==> src/rtl/rib_ex_bridge_pkg.sv <==
// Shared definitions for the core data-port bridge: state encoding and default watchdog limit.
package rib_ex_bridge_pkg;

    localparam logic [1:0] S_IDLE = 2'd0;
    localparam logic [1:0] S_REQ  = 2'd1;
    localparam logic [1:0] S_WAIT = 2'd2;
    localparam logic [1:0] S_DONE = 2'd3;

    localparam int unsigned DEFAULT_TIMEOUT = 255;

    typedef enum logic [1:0] {
        IDLE = S_IDLE,
        REQ  = S_REQ,
        WAIT = S_WAIT,
        DONE = S_DONE
    } state_e;

endpackage

==> src/rtl/rib_timeout_cnt.sv <==
// Saturating watchdog counter; expired_o flags the enabled cycle in which the count reaches TIMEOUT.
module rib_timeout_cnt
    import rib_ex_bridge_pkg::*;
#(
    parameter int unsigned TIMEOUT = DEFAULT_TIMEOUT,
    parameter int unsigned CNT_W   = 8
) (
    input  logic clk,
    input  logic rst,
    input  logic clr_i,
    input  logic en_i,
    output logic expired_o
);

    localparam logic [CNT_W-1:0] LIMIT = CNT_W'(TIMEOUT);
    localparam logic [CNT_W-1:0] LAST  = CNT_W'(TIMEOUT - 1);

    logic [CNT_W-1:0] cnt_q, cnt_d;

    always_comb begin
        cnt_d = cnt_q;
        if (clr_i) begin
            cnt_d = '0;
        end else if (en_i && (cnt_q != LIMIT)) begin
            cnt_d = cnt_q + 1'b1;
        end
    end

    always_ff @(posedge clk or negedge rst) begin
        if (!rst) begin
            cnt_q <= '0;
        end else begin
            cnt_q <= cnt_d;
        end
    end

    assign expired_o = en_i && (cnt_q >= LAST);

endmodule

==> src/rtl/rib_ex_bridge.sv <==
// Turns the core's single-cycle data access into a registered req/gnt/rvalid transaction,
// stalling the core until the slave responds or the watchdog aborts the access.
module rib_ex_bridge
    import rib_ex_bridge_pkg::*;
#(
    parameter int unsigned ADDR_W  = 32,
    parameter int unsigned DATA_W  = 32,
    parameter int unsigned TIMEOUT = DEFAULT_TIMEOUT,
    parameter int unsigned CNT_W   = 8
) (
    input  logic              clk,
    input  logic              rst,
    input  logic [ADDR_W-1:0] core_addr_i,
    input  logic [DATA_W-1:0] core_wdata_i,
    input  logic              core_req_i,
    input  logic              core_we_i,
    output logic [DATA_W-1:0] core_rdata_o,
    output logic              core_hold_o,
    output logic              core_err_o,
    output logic              m_req_o,
    output logic [ADDR_W-1:0] m_addr_o,
    output logic              m_we_o,
    output logic [DATA_W-1:0] m_wdata_o,
    input  logic              m_gnt_i,
    input  logic              m_rvalid_i,
    input  logic [DATA_W-1:0] m_rdata_i
);

    state_e            state_q, state_d;
    logic              stale_q, stale_d;
    logic [ADDR_W-1:0] addr_q, addr_d;
    logic              we_q, we_d;
    logic [DATA_W-1:0] wdata_q, wdata_d;
    logic [DATA_W-1:0] rdata_q, rdata_d;
    logic              err_q, err_d;
    logic              cnt_clr, cnt_en, cnt_expired;

    rib_timeout_cnt #(
        .TIMEOUT (TIMEOUT),
        .CNT_W   (CNT_W)
    ) u_timeout_cnt (
        .clk       (clk),
        .rst       (rst),
        .clr_i     (cnt_clr),
        .en_i      (cnt_en),
        .expired_o (cnt_expired)
    );

    always_comb begin
        state_d     = state_q;
        stale_d     = stale_q;
        addr_d      = addr_q;
        we_d        = we_q;
        wdata_d     = wdata_q;
        rdata_d     = rdata_q;
        err_d       = 1'b0;
        cnt_clr     = 1'b0;
        cnt_en      = 1'b0;
        core_hold_o = 1'b0;
        m_req_o     = 1'b0;

        // The late response of an abandoned transaction is swallowed wherever it lands.
        if (stale_q && m_rvalid_i) begin
            stale_d = 1'b0;
        end

        unique case (state_q)
            IDLE: begin
                core_hold_o = core_req_i;
                if (core_req_i && !stale_q) begin
                    addr_d  = core_addr_i;
                    we_d    = core_we_i;
                    wdata_d = core_wdata_i;
                    cnt_clr = 1'b1;
                    state_d = REQ;
                end
            end
            REQ: begin
                m_req_o     = 1'b1;
                core_hold_o = 1'b1;
                cnt_en      = 1'b1;
                if (m_gnt_i) begin
                    if (m_rvalid_i) begin
                        if (!we_q) begin
                            rdata_d = m_rdata_i;
                        end
                        state_d = DONE;
                    end else begin
                        state_d = WAIT;
                    end
                end else if (cnt_expired) begin
                    rdata_d = '0;
                    err_d   = 1'b1;
                    state_d = DONE;
                end
            end
            WAIT: begin
                core_hold_o = 1'b1;
                cnt_en      = 1'b1;
                if (m_rvalid_i) begin
                    if (!we_q) begin
                        rdata_d = m_rdata_i;
                    end
                    state_d = DONE;
                end else if (cnt_expired) begin
                    // Slave still owes a response; remember to drop it when it finally shows up.
                    rdata_d = '0;
                    err_d   = 1'b1;
                    stale_d = 1'b1;
                    state_d = DONE;
                end
            end
            DONE: begin
                state_d = IDLE;
            end
        endcase
    end

    always_ff @(posedge clk or negedge rst) begin
        if (!rst) begin
            state_q <= IDLE;
            stale_q <= 1'b0;
            addr_q  <= '0;
            we_q    <= 1'b0;
            wdata_q <= '0;
            rdata_q <= '0;
            err_q   <= 1'b0;
        end else begin
            state_q <= state_d;
            stale_q <= stale_d;
            addr_q  <= addr_d;
            we_q    <= we_d;
            wdata_q <= wdata_d;
            rdata_q <= rdata_d;
            err_q   <= err_d;
        end
    end

    assign m_addr_o     = addr_q;
    assign m_we_o       = we_q;
    assign m_wdata_o    = wdata_q;
    assign core_rdata_o = rdata_q;
    assign core_err_o   = err_q;

endmodule
==> config.mk <==
export PLATFORM = sky130hd
export DESIGN_NAME = rib_ex_bridge
export DESIGN_NICKNAME = d
export VERILOG_FILES = /design/src/rtl/rib_ex_bridge_pkg.sv /design/src/rtl/rib_timeout_cnt.sv /design/src/rtl/rib_ex_bridge.sv
export SDC_FILE = /design/constraint.sdc
export NUM_CORES = 1
export LEC_CHECK = 0
export CAP_MARGIN = 20
export CORE_MARGIN = 4
export CORE_UTILIZATION = 37
export DETAILED_ROUTE_END_ITERATION = 12
export MAX_ROUTING_LAYER = met4
export PLACE_DENSITY_LB_ADDON = 0.05
export SYNTH_ARGS = -nofsm -noshare
export SYNTH_HDL_FRONTEND = slang
export SYNTH_SLANG_ARGS = --single-unit
==> constraint.sdc <==
create_clock -name clk -period 1.83 [get_ports clk]
set_clock_uncertainty 0.2 [all_clocks]
set_input_delay 0.366 -clock clk [delete_from_list [all_inputs] [get_ports clk]]
set_output_delay 0.366 -clock clk [all_outputs]
set_load 0.01 [all_outputs]
# Yosys cells after proc, flatten, opt, wreduce, memory -nomap -nowiden
# Index checks and enable logic that the tools add are counted.
word_totals:
  reg_bits: 109
  inputBits: 102
  output_inout_bits: 100
  wordCells: 54
op_classes:
  add_sub_neg: 1
  n_lt_le_gt_ge: 1
  n_eq_ne: 6
  muxes: 27
  reduce_logical: 11
op_table:
  columns: ["operator", "count"]
  rows:
  - ["$mux 32", 5]
  - ["$pmux 32 s2", 1]
  - ["$mux 8", 2]
  - ["$mux 1", 12]
  - ["$add 8x1->8 const B", 1]
  - ["$ge 8x8->1 const B", 1]
  - ["$mux 2", 4]
  - ["$ne 8x8->1 const B", 1]
  - ["$pmux 2 s4", 1]
  - ["$eq 2x2->1 const B", 2]
  - ["$logic_and 1x1->1", 4]
  - ["$pmux 1 s2", 2]
  - ["$reduce_and 2->1", 2]
  - ["$reduce_bool 2->1", 2]
  - ["$ne 3x3->1 const B", 1]
  - ["$eq 2x1->1 const B", 1]
  - ["$logic_not 2->1", 1]
  - ["$ne 2x2->1 const B", 1]
  - ["$reduce_or 2->1", 1]
  - ["$logic_not 1->1", 1]

# Depth between registers and ports, before layout
# Gate-level depths: netlist of the first run.
logic_depth:
  word_depth: 7
  mapped_depth: 8
  ltp_nobuf: 6

# Hierarchy
# A second synthesis of the first run with hierarchy kept.
unflattened:
  hier_cells: 301
  area_unflattened_um2: 4398.0
modules_own_cells:
  columns: ["mod", "n_inst", "cells_per_inst", "area_each_um2", "seq_area_each_um2"]
  rows:
  - ["rib_ex_bridge", 1, 249, 3906.2, 2527.4]
  - ["rib_timeout_cnt", 1, 52, 491.7, 200.2]

# Least setup slack after synthesis of the first run
# No wires, ideal clock.
synth_timing:
  kind: "register to register"
  startpoint: "register state_q[0]"
  endpoint: "register rdata_q[0], in the netlist core_rdata_o[0]"
  setup_ns: 0.121
  arrival_ns: 1.658
  required_time_ns: 1.509
  slack_ns: -0.149
  stages_incl_launch_ff: 8
  n_path_buf: 1
  synth_period_minus_slack_ns: 1.979
  path_cell_list: "dfrtp_1 > inv_1 > ha_1 > o21ai_1 > o31ai_4 > o211ai_4 > buf_6 > a22o_1"
synth_between:
  elab_chain_cells: 7
  elab_cells_between_ends: 12
  classes_between: "eq/ne (3); mux (5); reduce/logical (4)"
synth_lines:
  columns: ["element", "line_no", "rtl"]
  rows:
  - ["from (decl)", "rib_ex_bridge.sv:29", "state_e state_q, state_d;"]
  - ["from (signal assigned)", "rib_ex_bridge.sv:129", "state_q <= state_d;"]
  - ["$eq 2x2->1 or $eq 2x1->1 (tied branches)", "rib_ex_bridge.sv:67", "unique case (state_q)"]
  - ["$reduce_or 2->1 (no source line)", null, null]
  - ["$mux 1", "rib_ex_bridge.sv:67", null]
  - ["$logic_and 1x1->1", "rib_timeout_cnt.sv:37", "assign expired_o = en_i && (cnt_q >= LAST);"]
  - ["$mux 32", null, null]
  - ["$mux 32 (on tied branches)", null, null]
  - ["$pmux 32 s2", "rib_ex_bridge.sv:67", null]
  - ["to (signal assigned)", "rib_ex_bridge.sv:134", "rdata_q <= rdata_d;"]
  - ["to (decl)", "rib_ex_bridge.sv:34", "logic [DATA_W-1:0] rdata_q, rdata_d;"]
# Parallel ways exist; a longest one is shown, timed or not.
# A chain may end at the register's enable or synchronous reset.

# Worst setup path in the final report of the first run
layout_timing:
  startpoint: "register state_q[1]"
  endpoint: "register u_timeout_cnt.cnt_q[5]"
layout_between:
  elab_chain_cells: 5
  elab_cells_between_ends: 9
  classes_between: "eq/ne (2); mux (3); reduce/logical (4)"
layout_lines:
  columns: ["element", "line_no", "rtl"]
  rows:
  - ["$eq 2x2->1 or $eq 2x1->1 (tied branches)", "rib_ex_bridge.sv:67", null]
  - ["$reduce_or 2->1 (no source line)", null, null]
  - ["$mux 1", "rib_ex_bridge.sv:67", null]
  - ["$logic_and 1x1->1", "rib_timeout_cnt.sv:24", "end else if (en_i && (cnt_q != LIMIT)) begin"]
  - ["$reduce_bool 2->1 (no source line)", null, null]
  - ["to (signal assigned)", "rib_timeout_cnt.sv:33", "cnt_q <= cnt_d;"]
  - ["to (decl)", "rib_timeout_cnt.sv:18", "logic [CNT_W-1:0] cnt_q, cnt_d;"]
# Parallel ways exist; a longest one is shown, timed or not.

==> results of run 1 <==
tightest hold or removal path, cell delays in order (launching register included):
cell     delay (ns)
dfrtp_1        0.34
nand2_1        0.05
nand2_1        0.05
placed cells by master, fill, tap and decap left out, types with 4 or more instances in the layout:
cell type and count:
dlygate4sd2_1 51, dfrtp_1 109, buf_16 4, a21oi_1 5, inv_1 5, nand2_4 44
ha_1 6, clkbuf_16 18, nand2_2 68, nor2_1 9, dlymetal6s2s_1 43, buf_6 18
o21ai_0 4, clkdlybuf4s50_1 104, a22o_1 32, nand2_1 87, buf_12 6, buf_4 21
area by class of cell:
class,instances,area [um2],area share (%)
Clock buffer,13,250,3.02
Tap cell,143,179,2.16
Multi-Input combinational cell,299,2160,26.1
Timing Repair Buffer,261,2900,35.0
Inverter,8,30.0,0.362
Sequential cell,109,2730,32.9
Clock inverter,3,45.0,0.543
through the flow:
step	area, um2	instances
finish	8290	836
global route	8290	836
CTS	7300	818
floorplan	4390	434
global placement	6780	789
detailed placement	6810	790
cell families after synthesis:
logic type	Yosys count	share of synthesized area [%]
flops	109	62.4
compound gates	60	11.2
buf+inv	28	3.01
fa+ha+maj	8	2.29
xor+xnor	2	0.401
mux	1	0.229
simple gates	226	20.4
power by group through the flow:
stage                     Sequential [mW]  Combinational [mW]  Clock (mW)
after global placement               4.05                5.31           0
after floorplan                      4.51                1.81           0
after global routing                 4.23                7.27        2.12
after CTS                            4.02                5.65        2.03
final                                4.10                6.76        1.98
after detailed placement             4.08                5.47           0
final timing paths:
kind | startpoint | end | slack (ns) | depth (start not counted)
min in group asynchronous | rst | core_rdata_o[15] | 0.27 | 2
min | m_wdata_o[14] | m_wdata_o[14] | 0.26 | 2
min reg2reg | m_wdata_o[14] | m_wdata_o[14] | 0.26 | 2
max in group asynchronous | rst | core_rdata_o[19] | 0.59 | 3
max | state_q[1] | u_timeout_cnt.cnt_q[5] | -0.19 | 8
max reg2reg | state_q[1] | u_timeout_cnt.cnt_q[5] | -0.19 | 8
registers in the layout, summed over array words and instances, names as in the netlist:
name	flops
stale_q	1
m_wdata_o	32
m_we_o	1
core_err_o	1
m_addr_o	32
state_q	2
u_timeout_cnt.cnt_q	8
core_rdata_o	32
layer usage:
metal,vias to the layer above,track usage [%]
met1,2031,25.4
met2,170,33.4
met5,-,-
met3,20,6.06
li1,1932,-
met4,0,6.57
repair_timing:
action / in CTS / in global routing
pin swaps: 5 / 125
cloned: 4 / 15
endpoints found under the setup margin: 157 / 152
hold buffers: 1 / 0
endpoints found under the hold margin: 23 / 0
buffers inserted: 7 / 4
gates resized for setup: 86 / 223
==> flow_summary_export.csv, run 1 <==
group,metric,value,unit
setup_path,start_kind,"flip-flop",
power_and_ir_drop,p_leak,4.64,nW
setup_path,critical_path_class,"flip-flop to flip-flop",
place,hpwl,9420,um
flow_run,max-cap-violations,0,
cts,worst_skew_pair.late_latency,0.35,ns
routing,firstDrtPassIters,4,
cts,root_buffer,"clkbuf_16",
cts,clk_pin_slew,0.07,ns
timing,setup_violations,95,
synth,ys_ff_latch,109,
synth,synth_top_area_cell,"dfrtp_1",
outcome,status,"finished with violations",
routing,wl_met2,8130,um
routing,met3_length,1340,um
timing,fmax,0.496,GHz
min_path,hp-class,"flip-flop to flip-flop",
routing,wl_met1,6060,um
global_routing,grt_usage,20.8,%
power_and_ir_drop,combPwrFrac,52.6,%
routing,ant_nets,0,
timing,setup_tns,-7.23,ns
floorplanning,initial_core_util,38.1,%
routing,top_layer,"met4",
timing,tightestPinTransition,0.364,ns
cts,clk_path_buf_depth,2,
cts,cts_made_buffers,9,
setup_path,cp_data_arrival_time,2.09,ns
setup_path,slowest_delay,0.38,ns
floorplanning,die_y,117,um
global_routing,antenna_found_initial,0,
floorplanning,die_area,13600,um2
routing,routedWlPerCell,18.9,um
synth,synth_flop_cell,"dfrtp_1",
place,gp_congestion,0.796,
synth,synthCells,434,
setup_path,cpMostUsedCell,"buf_6",
power_and_ir_drop,ir_drop,987,uV
timing,period_share,110,%
place,io_buffers,201,
routing,drtIter0Drc,260,
power_and_ir_drop,p_clk_share,15.4,%
outcome,violations,"setup timing",
power_and_ir_drop,internal_power,8.07,mW
global_routing,grt_max_degree,44,
global_routing,grt_pass1_wl,21200,um
timing,rsz0062_at_grt,"yes",
synth,synthArstFlopShare,100,%
timing,hold_viol_final,0,
synth,synth_edf_count,0,
routing,drc,0,
synth,synthesis.area,4370,um2
power_and_ir_drop,p_sw,4.77,mW
synth,synth_area_leaders,"dfrtp_1, nand2_1, a22o_1",
timing,postLayoutSetupSlackWorst,-0.185,ns
floorplanning,ios,202,
synth,synth_most_common_cell,"nand2_1",
routing,num_vias,4153,
power_and_ir_drop,p_per_area,1550,nW/um2
global_routing,grt_pass1_vias,4144,
synth,ys_top_cells_by_count,"nand2_1, dfrtp_1, a22o_1",
floorplanning,die_width,117,um
power_and_ir_drop,total_power,12.8,mW
global_routing,grt-ovfl-total,0,
setup_path,crit_fanout,3,
power_and_ir_drop,p_seq_share,31.9,%
timing,maxSlewHeadroom,75.4,%
final_layout,diodes,0,
power_and_ir_drop,swShare,37.2,%
timing,whs,0.261,ns
cts,cts_tree,"done",
final_layout,area_growth,89.8,%
setup_path,path_buf_inv,3,
final_layout,drive_gt1_share,31.0,%
synth,synth.distinct_cells,38,
synth,ys_warn_count,0,
place,pre_cts_slack,-0.318,ns
synth,yosysTopAreaCellShare,62.4,%
setup_path,path_delay_family,"simple AND/OR/NAND/NOR gates",
cts,clock-sinks,109,
setup_path,crit_path_end_kind,"flip-flop",
synth,yosysSeqAreaShare,62.4,%
routing,vias_per_cell,4.97,
synth,synth_area_per_cell,10.1,um2
setup_path,crit_chain,"inv_2 -> buf_6 -> ha_4 -> buf_6 -> and3_4 -> nand4_1 -> or3_1 -> a21oi_1",
floorplanning,coreArea,11500,um2
setup_path,required,1.90,ns
timing,period_minus_slack,2.02,ns
final_layout,fin_util,72.3,%
setup_path,slowest_stage,"dfrtp_1",
synth,synthesis.nets,544,
timing,slew_viol_final,0,
final_layout,fill_cells,833,
final_layout,fin_nets,798,
routing,wl,15800,um
cts,h-tree-depth,3,
floorplanning,rows,39,
(Power assumes the default switching activity.)
==> inputs of run 2 (changes only) <==
--- a/config.mk
+++ b/config.mk
@@ -10,4 +10,5 @@
 export CORE_UTILIZATION = 37
 export DETAILED_ROUTE_END_ITERATION = 12
+export GPL_TIMING_DRIVEN = 0
 export MAX_ROUTING_LAYER = met4
 export PLACE_DENSITY_LB_ADDON = 0.05
--- a/constraint.sdc
+++ b/constraint.sdc
@@ -3,3 +3,3 @@
 set_input_delay 0.366 -clock clk [delete_from_list [all_inputs] [get_ports clk]]
 set_output_delay 0.366 -clock clk [all_outputs]
-set_load 0.01 [all_outputs]
+set_load 0.02 [all_outputs]
==> flow_summary_export.csv, run 2 (synthesized netlist as in run 1, its figures left out) <==
group,metric,value,unit
timing,rsz0062_at_grt,"yes",
floorplanning,ios,202,
final_layout,fin_nets,769,
min_path,hp-class,"flip-flop to flip-flop",
power_and_ir_drop,p_leak,3.64,nW
cts,h-tree-depth,3,
power_and_ir_drop,combPwrFrac,49.0,%
power_and_ir_drop,p_sw,4.65,mW
final_layout,layout_commonest_cell,"nand2_1",
global_routing,grt_max_degree,59,
floorplanning,rows,39,
power_and_ir_drop,p_seq_share,35.2,%
global_routing,grt_pass1_vias,3976,
timing,maxSlewHeadroom,54.7,%
setup_path,rr_endpoint,"u_timeout_cnt.cnt_q[5]",
outcome,status,"finished with violations",
timing,postLayoutSetupSlackWorst,-0.107,ns
floorplanning,die_y,117,um
place,io_buffers,201,
routing,routedWlPerCell,15.5,um
timing,fmax,0.516,GHz
routing,ant_nets,0,
setup_path,crit_path_end,"core_hold_o",
place,gp_congestion,0.773,
setup_path,slowest_stage,"dfrtp_1",
cts,worst_skew_pair.late_latency,0.34,ns
cts,clk_path_buf_depth,2,
timing,slew_viol_final,0,
setup_path,crit_chain,"inv_2 -> ha_4 -> a21oi_2 -> nor2_1 -> buf_4",
routing,drtIter0Drc,205,
setup_path,cp_data_arrival_time,1.37,ns
power_and_ir_drop,p_per_area,1630,nW/um2
timing,period_minus_slack,1.94,ns
setup_path,slowest_delay,0.41,ns
final_layout,drive_gt1_share,10.5,%
global_routing,antenna_found_initial,0,
final_layout,diodes,0,
routing,vias_per_cell,4.76,
routing,drc,0,
floorplanning,coreArea,11500,um2
setup_path,start_kind,"flip-flop",
cts,root_buffer,"clkbuf_16",
setup_path,rr_startpoint,"state_q[0]",
setup_path,reg2reg_slack,-0.09,ns
outcome,violations,"setup timing",
power_and_ir_drop,p_clk_share,15.8,%
setup_path,crit_path_end_kind,"output port",
timing,hold_viol_final,0,
setup_path,crit_path_start,"state_q[0]",
power_and_ir_drop,ir_drop,793,uV
cts,clk_pin_slew,0.07,ns
floorplanning,die_area,13600,um2
global_routing,grt-ovfl-total,0,
setup_path,required,1.26,ns
power_and_ir_drop,internal_power,6.74,mW
setup_path,reg2reg_depth,7,
global_routing,grt_usage,19.1,%
floorplanning,initial_core_util,38.1,%
setup_path,critical_path_class,"flip-flop to output port",
final_layout,area_growth,60.1,%
cts,cts_tree,"done",
place,hpwl,9210,um
place,pre_cts_slack,-0.808,ns
setup_path,crit_fanout,4,
floorplanning,die_width,117,um
timing,period_share,106,%
power_and_ir_drop,total_power,11.4,mW
power_and_ir_drop,swShare,40.8,%
routing,firstDrtPassIters,4,
global_routing,grt_pass1_wl,19900,um
cts,clock-sinks,109,
timing,setup_violations,34,
cts,cts_made_buffers,9,
final_layout,final_cell_mix,"nand2_1, dfrtp_1, clkdlybuf4s50_1",
flow_run,max-cap-violations,0,
final_layout,fin_util,61.0,%
timing,tightestPinTransition,0.679,ns
routing,wl,12500,um
routing,num_vias,3843,
-- run 2: worst max-delay path, delay by kind of cell, from the launching register on --
family                   cells  cell delay [ns]
AO/OA/AOI/OAI                1             0.10
flip-flops                   1             0.41
AND/OR/NAND/NOR              1             0.04
buffers and inverters        2             0.27
adder cells (fa/ha/maj)      1             0.22
-- run 2: what timing repair did --
item / 4_1_cts / 5_1_grt
buffers inserted: 6 / 5
endpoints found under the hold margin: 51 / 0
resized for setup: 146 / 12
pin swaps: 4 / 6
hold buffers: 1 / 0
setup endpoints to repair: 205 / 100
cloned: 0 / 0
-- run 2: power by group through the flow --
stage | Combinational, mW | Clock (mW) | Sequential (mW)
2_1_floorplan | 1.84 | 0 | 5.26
3_3_place_gp | 5.87 | 0 | 4.05
3_5_place_dp | 5.95 | 0 | 4.09
4_1_cts | 5.52 | 1.87 | 4.01
5_1_grt | 6.10 | 1.98 | 4.16
6_report | 5.57 | 1.80 | 4.01
-- run 2: worst min-delay path by stage --
| stage | slack [ns] | cells after the start | to | from |
|---|---|---|---|---|
| 6_report | 0.27 | 2 | m_wdata_o[17] | m_wdata_o[17] |
| 3_3_place_gp | 0.26 | 2 | m_addr_o[19] | m_addr_o[19] |
| 5_1_grt | 0.29 | 2 | m_addr_o[4] | m_addr_o[4] |
| 3_5_place_dp | 0.25 | 1 | core_rdata_o[1] | rst |
| 2_1_floorplan | -0.13 | 0 | core_err_o | rst |
| 4_1_cts | 0.27 | 2 | m_wdata_o[23] | m_wdata_o[23] |
-- run 2: per-layer routing --
layer	vias to the layer above	track usage, %	wire [um]
li1	1869	-	-
met5	-	-	0
met3	14	5.70	1140
met1	1797	25.4	5490
met2	163	28.6	5710
met4	0	5.20	201
-- run 2: layout make-up --
cell class	count	area (um2)
well taps	143	179
multi-input cells	297	1590
plain buffers	20	175
fillers	1013	4470
inverters	8	30.0
repair buffers	214	2020
flip-flops and latches	109	2730
clock buffers	12	236
clock inverters	4	32.5
-- run 2: through the flow --
stage	instances	hold slack [ns]	setup TNS, ns	cell area, um2
2_1_floorplan	434	-0.130	-1.26	4390
3_3_place_gp	778	0.257	-504.96	6580
3_5_place_dp	779	0.247	-60.91	6610
4_1_cts	802	0.275	-2.09	6910
5_1_grt	807	0.295	-5.72	7000
6_report	807	0.269	-2.56	7000
